### config.mk
export PLATFORM = sky130hd
export DESIGN_NAME = shift_result_fifo
export DESIGN_NICKNAME = d
export VERILOG_FILES = /design/src/rtl/shift_pkg.sv /design/src/rtl/sync_fifo.sv /design/src/rtl/shift_result_fifo.sv
export SDC_FILE = /design/constraint.sdc
export NUM_CORES = 1
export LEC_CHECK = 0
export CAP_MARGIN = 40
export CORE_MARGIN = 2
export CORE_UTILIZATION = 40
export CTS_CLUSTER_SIZE = 20
export DETAILED_ROUTE_END_ITERATION = 16
export PLACE_DENSITY = 0.74
export SYNTH_ARGS = -nofsm -noshare
export SYNTH_HDL_FRONTEND = slang
export SYNTH_SLANG_ARGS = --single-unit
### constraint.sdc
create_clock -name i_clk -period 2 [get_ports i_clk]
set_input_delay 0.3 -clock i_clk [delete_from_list [all_inputs] [get_ports i_clk]]
set_output_delay 0.3 -clock i_clk [all_outputs]
set_load 0.02 [all_outputs]
### src/rtl/shift_pkg.sv
// Shared defaults and the result-entry layout for the shifter result buffer.
package shift_pkg;

   localparam int N_DEF     = 8;
   localparam int DEPTH_DEF = 4;
   localparam int CW_DEF    = 4;

   typedef struct packed {
      logic             err;
      logic             ovf;
      logic [N_DEF-1:0] data;
   } shift_res_t;

endpackage

### src/rtl/sync_fifo.sv
// Generic show-ahead synchronous FIFO; occupancy count decides full/empty.
module sync_fifo #(
   parameter int  DEPTH = 4,
   parameter type T     = logic [7:0],
   localparam int AW    = $clog2(DEPTH),
   localparam int CNTW  = AW + 1
) (
   input  logic            clk_i,
   input  logic            rst_i,
   input  logic            push_i,
   input  T                wdata_i,
   input  logic            pop_i,
   output T                rdata_o,
   output logic            full_o,
   output logic            empty_o,
   output logic [CNTW-1:0] count_o
);

   T                mem_q [DEPTH];
   logic [AW-1:0]   wr_ptr_q, wr_ptr_d;
   logic [AW-1:0]   rd_ptr_q, rd_ptr_d;
   logic [CNTW-1:0] count_q, count_d;
   logic            do_push, do_pop;

   assign full_o  = (count_q == CNTW'(DEPTH));
   assign empty_o = (count_q == '0);
   assign count_o = count_q;
   assign rdata_o = mem_q[rd_ptr_q];

   // A full FIFO refuses pushes even when a pop happens in the same cycle.
   assign do_push = push_i & ~full_o;
   assign do_pop  = pop_i & ~empty_o;

   always_comb begin
      wr_ptr_d = wr_ptr_q;
      rd_ptr_d = rd_ptr_q;
      count_d  = count_q;
      if (do_push) wr_ptr_d = wr_ptr_q + AW'(1);
      if (do_pop)  rd_ptr_d = rd_ptr_q + AW'(1);
      case ({do_push, do_pop})
         2'b10:   count_d = count_q + CNTW'(1);
         2'b01:   count_d = count_q - CNTW'(1);
         default: count_d = count_q;
      endcase
   end

   always_ff @(posedge clk_i) begin
      if (rst_i) begin
         wr_ptr_q <= '0;
         rd_ptr_q <= '0;
         count_q  <= '0;
      end else begin
         wr_ptr_q <= wr_ptr_d;
         rd_ptr_q <= rd_ptr_d;
         count_q  <= count_d;
      end
   end

   always_ff @(posedge clk_i) begin
      if (!rst_i && do_push) mem_q[wr_ptr_q] <= wdata_i;
   end

endmodule

### src/rtl/shift_result_fifo.sv
// Buffers shifter results in order and tracks sticky err/ovf status plus a
// saturating error counter for diagnostics.
module shift_result_fifo
   import shift_pkg::*;
#(
   parameter int N     = N_DEF,
   parameter int DEPTH = DEPTH_DEF,
   parameter int CW    = CW_DEF
) (
   input  logic                     i_clk,
   input  logic                     i_rst,
   input  logic                     i_valid,
   output logic                     o_ready,
   input  logic [N-1:0]             i_data,
   input  logic                     i_err,
   input  logic                     i_ovf,
   output logic                     o_valid,
   input  logic                     i_ready,
   output logic [N-1:0]             o_data,
   output logic                     o_err,
   output logic                     o_ovf,
   output logic [$clog2(DEPTH):0]   o_count,
   input  logic                     i_clr_sticky,
   output logic                     o_sticky_err,
   output logic                     o_sticky_ovf,
   output logic [CW-1:0]            o_err_cnt
);

   typedef struct packed {
      logic         err;
      logic         ovf;
      logic [N-1:0] data;
   } entry_t;

   entry_t        wr_entry, head;
   logic          full, empty, push, pop;
   logic          sticky_err_q, sticky_err_d;
   logic          sticky_ovf_q, sticky_ovf_d;
   logic [CW-1:0] err_cnt_q, err_cnt_d, err_cnt_base;

   assign wr_entry = '{err: i_err, ovf: i_ovf, data: i_data};
   assign o_ready  = ~full;
   assign o_valid  = ~empty;
   assign push     = i_valid & ~full;
   assign pop      = ~empty & i_ready;

   sync_fifo #(.DEPTH(DEPTH), .T(entry_t)) u_fifo (
      .clk_i   (i_clk),
      .rst_i   (i_rst),
      .push_i  (push),
      .wdata_i (wr_entry),
      .pop_i   (pop),
      .rdata_o (head),
      .full_o  (full),
      .empty_o (empty),
      .count_o (o_count)
   );

   // Stale storage must never leak out while empty.
   assign o_data = empty ? '0 : head.data;
   assign o_err  = empty ? 1'b0 : head.err;
   assign o_ovf  = empty ? 1'b0 : head.ovf;

   // Clear is applied first so a same-cycle set wins.
   always_comb begin
      sticky_err_d = (sticky_err_q & ~i_clr_sticky) | (push & i_err);
      sticky_ovf_d = (sticky_ovf_q & ~i_clr_sticky) | (push & i_ovf);
      err_cnt_base = i_clr_sticky ? '0 : err_cnt_q;
      err_cnt_d    = err_cnt_base;
      if (push && i_err && (err_cnt_base != {CW{1'b1}}))
         err_cnt_d = err_cnt_base + CW'(1);
   end

   always_ff @(posedge i_clk) begin
      if (i_rst) begin
         sticky_err_q <= 1'b0;
         sticky_ovf_q <= 1'b0;
         err_cnt_q    <= '0;
      end else begin
         sticky_err_q <= sticky_err_d;
         sticky_ovf_q <= sticky_ovf_d;
         err_cnt_q    <= err_cnt_d;
      end
   end

   assign o_sticky_err = sticky_err_q;
   assign o_sticky_ovf = sticky_ovf_q;
   assign o_err_cnt    = err_cnt_q;

endmodule
==> PnR_summary.wiki, run 1 <==
{| class="wikitable"
! Metric !! Value
|-
| PwrDens || 1130 mW/mm^2
|-
| Clock transition at path regs || 0.09 ns
|-
| Synthesized flop and latch total || 55
|-
| Share of flip-flops with an asynchronous set or reset || 0
|-
| Cell Rows || 27
|-
| Initial standard-cell utilization of the core || 0.416
|-
| Residual antenna-violating net count after detailed routing || 0
|-
| Overall die area || 0.00638 mm^2
|-
| Actual transition at the worst max-transition pin || 0.450 ns
|-
| Fraction of final layout cells with drive strength greater than 1 || 0.300
|-
| DIE HEIGHT || 79.9 um
|-
| Area share of the leading cell type in the synthesized netlist || 0.521
|-
| Most common library cell in the layout ignoring fill and taps || sky130_fd_sc_hd__edfxtp_1
|-
| Final-layout worst hold slack || 0.501 ns
|-
| Static leakage power || 1.09 nW
|-
| Source-to-sink clock delay at the later pin of the worst-skew pair || 0.31 ns
|-
| Max frequency || 521 MHz
|-
| DR iter-0 viols || 118
|-
| Largest buffer count on any clock path || 2
|-
| Normalized max-slew margin || 0.696
|-
| RD Place Congestion || 0.748
|-
| Worst IR drop on VDD || 0.000705 V
|-
| Area growth from synthesis to layout || 31.0%
|-
| First-pass GRT wire length || 6820 um
|-
| Top post-synthesis cells by area || sky130_fd_sc_hd__edfxtp_1, sky130_fd_sc_hd__dfxtp_1, sky130_fd_sc_hd__mux4_2, sky130_fd_sc_hd__nor2b_1, sky130_fd_sc_hd__ha_1
|-
| Pin count of the biggest net entering global routing || 18
|-
| DP HPWL || 2810 um
|-
| Final Net Count || 234
|-
| DRC Markers || 0
|-
| First-pass DRT Iterations || 4
|-
| Number of hold violations in the final report || 0
|-
| Die Wd || 79.9 um
|-
| Clock sink count || 55
|-
| Synthesized netlist net count || 173
|-
| Mean instance size in the synthesized netlist || 15.3 um^2
|-
| Number of max-slew violations in the final report || 0
|-
| Post-layout minimum cycle time || 1.92 ns
|-
| Remaining global-route overflow || 0
|-
| Count of mapped cells out of synthesis || 151
|-
| YS warnings || 0
|-
| Vias in the first global route || 1338
|-
| Max capacitance violation total || 0
|-
| CTS hold repair buffers || 0
|-
| Final routed wirelength across all metal layers || 4250 um
|-
| Worst clock skew on the final layout || 0.00623 ns
|-
| Most used flip-flop cell after synthesis || sky130_fd_sc_hd__edfxtp_1
|-
| Cell taking the most area after synthesis || sky130_fd_sc_hd__edfxtp_1
|-
| Cell area after synthesis || 0.00230 mm^2
|-
| RSZ-0062 raised after global routing || true
|-
| Required arrival time at the worst endpoint || 2.23 ns
|-
| IO Pins || 36
|-
| Nature of the critical path endpoint || flop
|-
| Antenna violations before repair || 0
|-
| Detailed-route via count || 1414
|-
| Critical path start-end classification || flop to flop
|-
| Final setup violation count || 0
|-
| Core area || 0.00554 mm^2
|-
| Global-route total usage across every layer || 0.140
|-
| WL/cell || 14.9 um
|-
| Count of input and output buffers || 35
|-
| Number of diodes || 0
|-
| Register area share after synthesis || 0.652
|-
| Commonest non-fill, non-tap cells in the layout || sky130_fd_sc_hd__edfxtp_1, sky130_fd_sc_hd__clkdlybuf4s50_1, sky130_fd_sc_hd__buf_4, sky130_fd_sc_hd__nor2b_1, sky130_fd_sc_hd__dfxtp_1
|-
| Result of the run || finished clean
|-
| Total clock buffers created by CTS || 5
|-
| Worst Path Arrival || 2.16 ns
|-
| Tightest Hold Check Type || flop to flop
|-
| Final critical-path share of the clock period || 0.960
|-
| Sort of element at the start of the critical path || flop
|-
| CTS tree || yes
|-
| H-Tree Depth || 2
|-
| Worst Path Max Fanout || 7
|-
| Cell at the root of the clock tree || sky130_fd_sc_hd__clkbuf_8
|-
| Number of vias per cell || 4.96
|-
| Number of enable flip-flop cells after synthesis || 40
|-
| Netlist cell types || 35
|-
| Total power of the final layout || 3.42 mW
|}
[logic make-up after synthesis]
group | count (synthesis) | share of synthesized area
compound gates | 15 | 0.0473
fa+ha+maj | 7 | 0.0413
flops | 55 | 0.652
mux | 13 | 0.111
xor+xnor | 4 | 0.0152
buf+inv | 15 | 0.0266
simple gates | 42 | 0.106
[where the power goes]
| group | internal, mW | switching, mW |
|---|---|---|
| logic | 0.693 | 0.685 |
| registers | 1.34 | 0.0976 |
| clock network | 0.252 | 0.356 |
| total | 2.28 | 1.14 |
[final timing paths]
check | from | end | slack [ns] | depth (start not counted)
setup reg to reg | u_fifo.count_o[2]$_SDFFE_PP0P_ | u_fifo.count_o[2]$_SDFFE_PP0P_ | 0.08 | 9
setup / recovery | u_fifo.count_o[2]$_SDFFE_PP0P_ | u_fifo.count_o[2]$_SDFFE_PP0P_ | 0.08 | 9
hold reg to reg | o_err_cnt[1]$_SDFF_PP0_ | o_err_cnt[1]$_SDFF_PP0_ | 0.50 | 2
hold / removal | o_err_cnt[1]$_SDFF_PP0_ | o_err_cnt[1]$_SDFF_PP0_ | 0.50 | 2
[layout make-up]
type / count / area (um^2)
fillers: 479 / 2520
repair buffers: 59 / 526
well taps: 72 / 90.1
multi-input cells: 81 / 763
inverters: 10 / 37.5
clock inverters: 2 / 16.3
flip-flops and latches: 55 / 1510
clock buffers: 6 / 72.6
[synth_stat cells (all sizes together), types with 2 or more instances]
cell type / number
dfxtp: 15
mux4: 10
nor2b: 14
a21oi: 4
nand2: 4
edfxtp: 40
nand3: 3
clkbuf: 4
inv: 10
nor2: 10
o21ai: 3
mux2i: 2
ha: 6
nor3b: 5
xor2: 4
nor3: 2
[layer usage]
| layer | wire length, um | global-route usage | up-vias | part of all wire |
|---|---|---|---|---|
| met5 | 0 | 0 | - | 0 |
| met4 | 35 | 0.0305 | 0 | 0.0082 |
| met3 | 286 | 0.0351 | 5 | 0.067 |
| met2 | 1930 | 0.212 | 50 | 0.45 |
| met1 | 2000 | 0.205 | 679 | 0.47 |
| li1 | - | - | 680 | - |
[what timing repair did]
| item | CTS | global route |
|---|---|---|
| gates resized for setup | 38 | 6 |
| gates cloned | 0 | 1 |
| setup buffers | 1 | 3 |
| pin swaps | 0 | 0 |
| setup endpoints to repair | 11 | 6 |
[critical path, cell delays in order (launching register included)]
cell and delay (ns):
sky130_fd_sc_hd__dfxtp_4 0.39, sky130_fd_sc_hd__nor3b_4 0.21, sky130_fd_sc_hd__inv_2 0.10, sky130_fd_sc_hd__nand2_4 0.08
sky130_fd_sc_hd__ha_4 0.13, sky130_fd_sc_hd__inv_2 0.03, sky130_fd_sc_hd__fa_2 0.33, sky130_fd_sc_hd__xor2_1 0.15
sky130_fd_sc_hd__or3_1 0.30, sky130_fd_sc_hd__a21oi_1 0.13
[stage by stage]
stage / cell area [um^2] / instances / util / TNS [ns] / setup slack, ns
detailed placement: 2920 / 272 / 0.526 / -0.148 / -0.148
global placement: 2920 / 272 / 0.526 / -0.0768 / -0.0768
CTS: 2980 / 281 / 0.538 / 0 / 0.000437
finish: 3020 / 285 / 0.544 / 0 / 0.0794
global route: 3020 / 285 / 0.544 / -0.0421 / -0.0421
floorplan: 2330 / 151 / - / -1.35 / -0.0707
[state kept, by name, summed over array words and instances, names as in the netlist, named ones only]
register         cells
o_sticky_err         1
u_fifo.wr_ptr_q      2
u_fifo.mem_q        40
u_fifo.count_o       3
o_sticky_ovf         1
u_fifo.rd_ptr_q      2
o_err_cnt            4
No activity file was read; power rests on OpenSTA's default activity.
==> run 2: changes to the inputs <==
Settings changed: CORE_UTILIZATION 40 to 56, CTS_CLUSTER_DIAMETER set to 50, DONT_BUFFER_PORTS set to 1, PLACE_DENSITY 0.74 to 0.83.
==> PnR_summary.wiki, run 2 (synthesis gave the netlist of run 1 again) <==
{| class="wikitable"
! Metric !! Value
|-
| Actual transition at the worst max-transition pin || 0.473 ns (was 0.450 ns)
|-
| WHS Path Cells || 1 (was 2)
|-
| Pin count of the biggest net entering global routing || 21 (was 18)
|-
| Footprint of the flip-flops and latches || 0.00151 mm^2 (about the same)
|-
| Commonest non-fill, non-tap cells in the layout || sky130_fd_sc_hd__edfxtp_1, sky130_fd_sc_hd__buf_4, sky130_fd_sc_hd__nor2b_1, sky130_fd_sc_hd__dfxtp_1 (was sky130_fd_sc_hd__edfxtp_1, sky130_fd_sc_hd__clkdlybuf4s50_1, sky130_fd_sc_hd__buf_4, sky130_fd_sc_hd__nor2b_1, sky130_fd_sc_hd__dfxtp_1)
|-
| Cell Rows || 23 (was 27)
|-
| Sequential cell fraction of total power || 0.449 (was 0.419)
|-
| End point of the most critical hold path || u_fifo.count_o[2]$_SDFFE_PP0P_ (was o_err_cnt[1]$_SDFF_PP0_)
|-
| Depth of the worst register-to-register path || 9 (unchanged)
|-
| Final setup violation count || 0 (unchanged)
|-
| PwrDens || 1230 mW/mm^2 (was 1130 mW/mm^2)
|-
| Overall die area || 0.00464 mm^2 (was 0.00638 mm^2)
|-
| DR iter-0 viols || 63 (was 118)
|-
| Portion of total power attributed to the clock network || 0.172 (was 0.178)
|-
| Design area || 0.00263 mm^2 (was 0.00302 mm^2)
|-
| Die Wd || 68.1 um (was 79.9 um)
|-
| Antenna violations before repair || 0 (unchanged)
|-
| Static leakage power || 0.912 nW (was 1.09 nW)
|-
| Residual antenna-violating net count after detailed routing || 0 (unchanged)
|-
| IO Pins || 36 (unchanged)
|-
| Max frequency || 503 MHz (was 521 MHz)
|-
| Final Net Count || 197 (was 234)
|-
| DIE HEIGHT || 68.1 um (was 79.9 um)
|-
| Worst Path Arrival || 2.23 ns (was 2.16 ns)
|-
| Clock sink count || 55 (unchanged)
|-
| Number of inserted filler cells in the final layout || 305 (was 479)
|-
| DP HPWL || 2840 um (was 2810 um)
|-
| Detailed-route via count || 1288 (was 1414)
|-
| Number of max-slew violations in the final report || 0 (unchanged)
|-
| Area growth from synthesis to layout || 14.3% (was 31.0%)
|-
| Worst Path Max Fanout || 7 (unchanged)
|-
| Core area || 0.00397 mm^2 (was 0.00554 mm^2)
|-
| Max reg flops || 40 (unchanged)
|-
| First-pass DRT Iterations || 4 (unchanged)
|-
| CTS hold repair buffers || 0 (unchanged)
|-
| Max capacitance violation total || 0 (unchanged)
|-
| CTS tree || yes (unchanged)
|-
| DRC Markers || 0 (unchanged)
|-
| Final critical-path share of the clock period || 0.995 (was 0.960)
|-
| Most common library cell in the layout ignoring fill and taps || sky130_fd_sc_hd__edfxtp_1 (unchanged)
|-
| Sort of element at the start of the critical path || flop (unchanged)
|-
| Source-to-sink clock delay at the later pin of the worst-skew pair || 0.30 ns (was 0.31 ns)
|-
| Reg2reg start || u_fifo.count_o[2]$_SDFFE_PP0P_ (unchanged)
|-
| Power dissipated by switching net loads || 1.06 mW (was 1.14 mW)
|-
| Startpoint of the lowest-slack hold path || i_rst (was o_err_cnt[1]$_SDFF_PP0_)
|-
| Worst clock skew on the final layout || 0.00282 ns (was 0.00623 ns)
|-
| Proportion of power drawn by combinational gates || 0.379 (was 0.403)
|-
| Required arrival time at the worst endpoint || 2.24 ns (was 2.23 ns)
|-
| Post-layout minimum cycle time || 1.99 ns (was 1.92 ns)
|-
| Cell at the root of the clock tree || sky130_fd_sc_hd__clkbuf_8 (unchanged)
|-
| Number of hold violations in the final report || 0 (unchanged)
|-
| Number of vias per cell || 5.70 (was 4.96)
|-
| Clock transition at path regs || 0.08 ns (was 0.09 ns)
|-
| Nature of the critical path endpoint || flop (unchanged)
|-
| Reg with most FFs || u_fifo.mem_q (unchanged)
|-
| Switching power share of the total || 0.330 (was 0.333)
|-
| First-pass GRT wire length || 6470 um (was 6820 um)
|-
| Initial standard-cell utilization of the core || 0.580 (was 0.416)
|-
| H-Tree Depth || 2 (unchanged)
|-
| Normalized max-slew margin || 0.684 (was 0.696)
|-
| Critical path start-end classification || flop to flop (unchanged)
|-
| Area of the multi-input gates || 767 um^2 (was 763 um^2)
|-
| Largest buffer count on any clock path || 2 (unchanged)
|-
| Reg-to-reg endpoint || u_fifo.count_o[2]$_SDFFE_PP0P_ (unchanged)
|-
| Number of diodes || 0 (unchanged)
|-
| Final-layout worst hold slack || 0.0462 ns (was 0.501 ns)
|-
| WL/cell || 17.4 um (was 14.9 um)
|-
| Vias in the first global route || 1377 (was 1338)
|-
| RD Place Congestion || 0.710 (was 0.748)
|-
| Tightest Hold Check Type || input pin to flop (was flop to flop)
|-
| Final design utilization || 0.663 (was 0.544)
|-
| Fraction of final layout cells with drive strength greater than 1 || 0.284 (was 0.300)
|-
| Count of input and output buffers || 0 (was 35)
|-
| Total clock buffers created by CTS || 5 (unchanged)
|-
| Remaining global-route overflow || 0 (unchanged)
|-
| Worst IR drop on VDD || 0.000677 V (was 0.000705 V)
|-
| Result of the run || finished clean (unchanged)
|-
| RSZ-0062 raised after global routing || true (unchanged)
|-
| Post-DP Area || 0.00253 mm^2 (was 0.00292 mm^2)
|-
| Slack of the worst reg-to-reg path || 0.01 ns (was 0.08 ns)
|-
| Power Internal || 2.16 mW (was 2.28 mW)
|-
| Total power of the final layout || 3.23 mW (was 3.42 mW)
|-
| Global-route total usage across every layer || 0.203 (was 0.140)
|-
| Final routed wirelength across all metal layers || 3940 um (was 4250 um)
|}
==> run 2: cell count changes in the layout (fill, tap and decap cells not counted), sizes merged <==
cell,delta
dlymetal6s2s,-1
buf,-11
clkinvlp,-1
clkdlybuf4s50,-24
clkbuf,-1
inv,-1
clkinv,+2
==> run 2: what timing repair did <==
item | in CTS | in global routing
hold endpoints to repair | 0 | 0
setup endpoints to repair | 1 | 12
resized for setup | 1 | 4
pin swaps | 1 | 0
buffers inserted | 1 | 0
cloned | 0 | 0
==> run 2: metrics by stage <==
stage | TNS [ns] | setup slack, ns | std cells
3_5_place_dp | -0.00818 | -0.00818 | 217
2_1_floorplan | -1.35 | -0.0707 | 151
6_report | 0 | 0.0108 | 226
3_3_place_gp | 0 | 0.116 | 217
4_1_cts | 0 | 0.00175 | 226
5_1_grt | -0.163 | -0.100 | 226
==> run 2: worst max-delay path, stage by stage, from the launching register on <==
cell and delay (ns):
sky130_fd_sc_hd__dfxtp_4 0.42, sky130_fd_sc_hd__nor3b_4 0.23, sky130_fd_sc_hd__inv_2 0.07, sky130_fd_sc_hd__nand2_4 0.08, sky130_fd_sc_hd__ha_4 0.13, sky130_fd_sc_hd__inv_2 0.04, sky130_fd_sc_hd__fa_2 0.33, sky130_fd_sc_hd__xor2_1 0.16
sky130_fd_sc_hd__or3_1 0.33, sky130_fd_sc_hd__a21oi_2 0.12
==> run 2: layout make-up <==
type	count	share of cell area
flip-flops and latches	55	0.573
multi-input cells	81	0.291
repair buffers	22	0.0675
clock buffers	6	0.0276
well taps	50	0.0238
inverters	10	0.0143
clock inverters	2	0.00285
==> run 2: power groups by stage <==
stage | clock (mW) | combinational, mW | sequential, mW
3_5_place_dp | 0 | 1.21 | 1.47
3_3_place_gp | 0 | 1.16 | 1.46
2_1_floorplan | 0 | 0.782 | 1.46
4_1_cts | 0.570 | 1.22 | 1.44
5_1_grt | 0.618 | 1.35 | 1.46
6_report | 0.556 | 1.22 | 1.45
==> run 2: worst max path at each step <==
stage                                    from                        endpoint  slack (ns)  cells after the start
6_report       u_fifo.count_o[2]$_SDFFE_PP0P_  u_fifo.count_o[2]$_SDFFE_PP0P_        0.01                      9
3_3_place_gp   u_fifo.count_o[2]$_SDFFE_PP0P_  u_fifo.count_o[2]$_SDFFE_PP0P_        0.12                      9
4_1_cts                                  flop                       o_data[7]       0.002                      4
5_1_grt        u_fifo.count_o[2]$_SDFFE_PP0P_  u_fifo.count_o[2]$_SDFFE_PP0P_       -0.10                      9
2_1_floorplan  u_fifo.count_o[2]$_SDFFE_PP0P_  u_fifo.count_o[2]$_SDFFE_PP0P_       -0.07                      9
3_5_place_dp   u_fifo.count_o[2]$_SDFFE_PP0P_  u_fifo.count_o[2]$_SDFFE_PP0P_      -0.008                      9
==> run 2: routing by layer <==
| metal | global-route usage | wire length, um | vias to the layer above | share of wire |
|---|---|---|---|---|
| met2 | 0.375 | 2230 | 33 | 0.56 |
| met1 | 0.209 | 1420 | 640 | 0.36 |
| met4 | 0.0825 | 61 | 0 | 0.015 |
| li1 | - | - | 608 | - |
| met3 | 0.0658 | 227 | 7 | 0.058 |
| met5 | 0 | 0 | - | 0 |
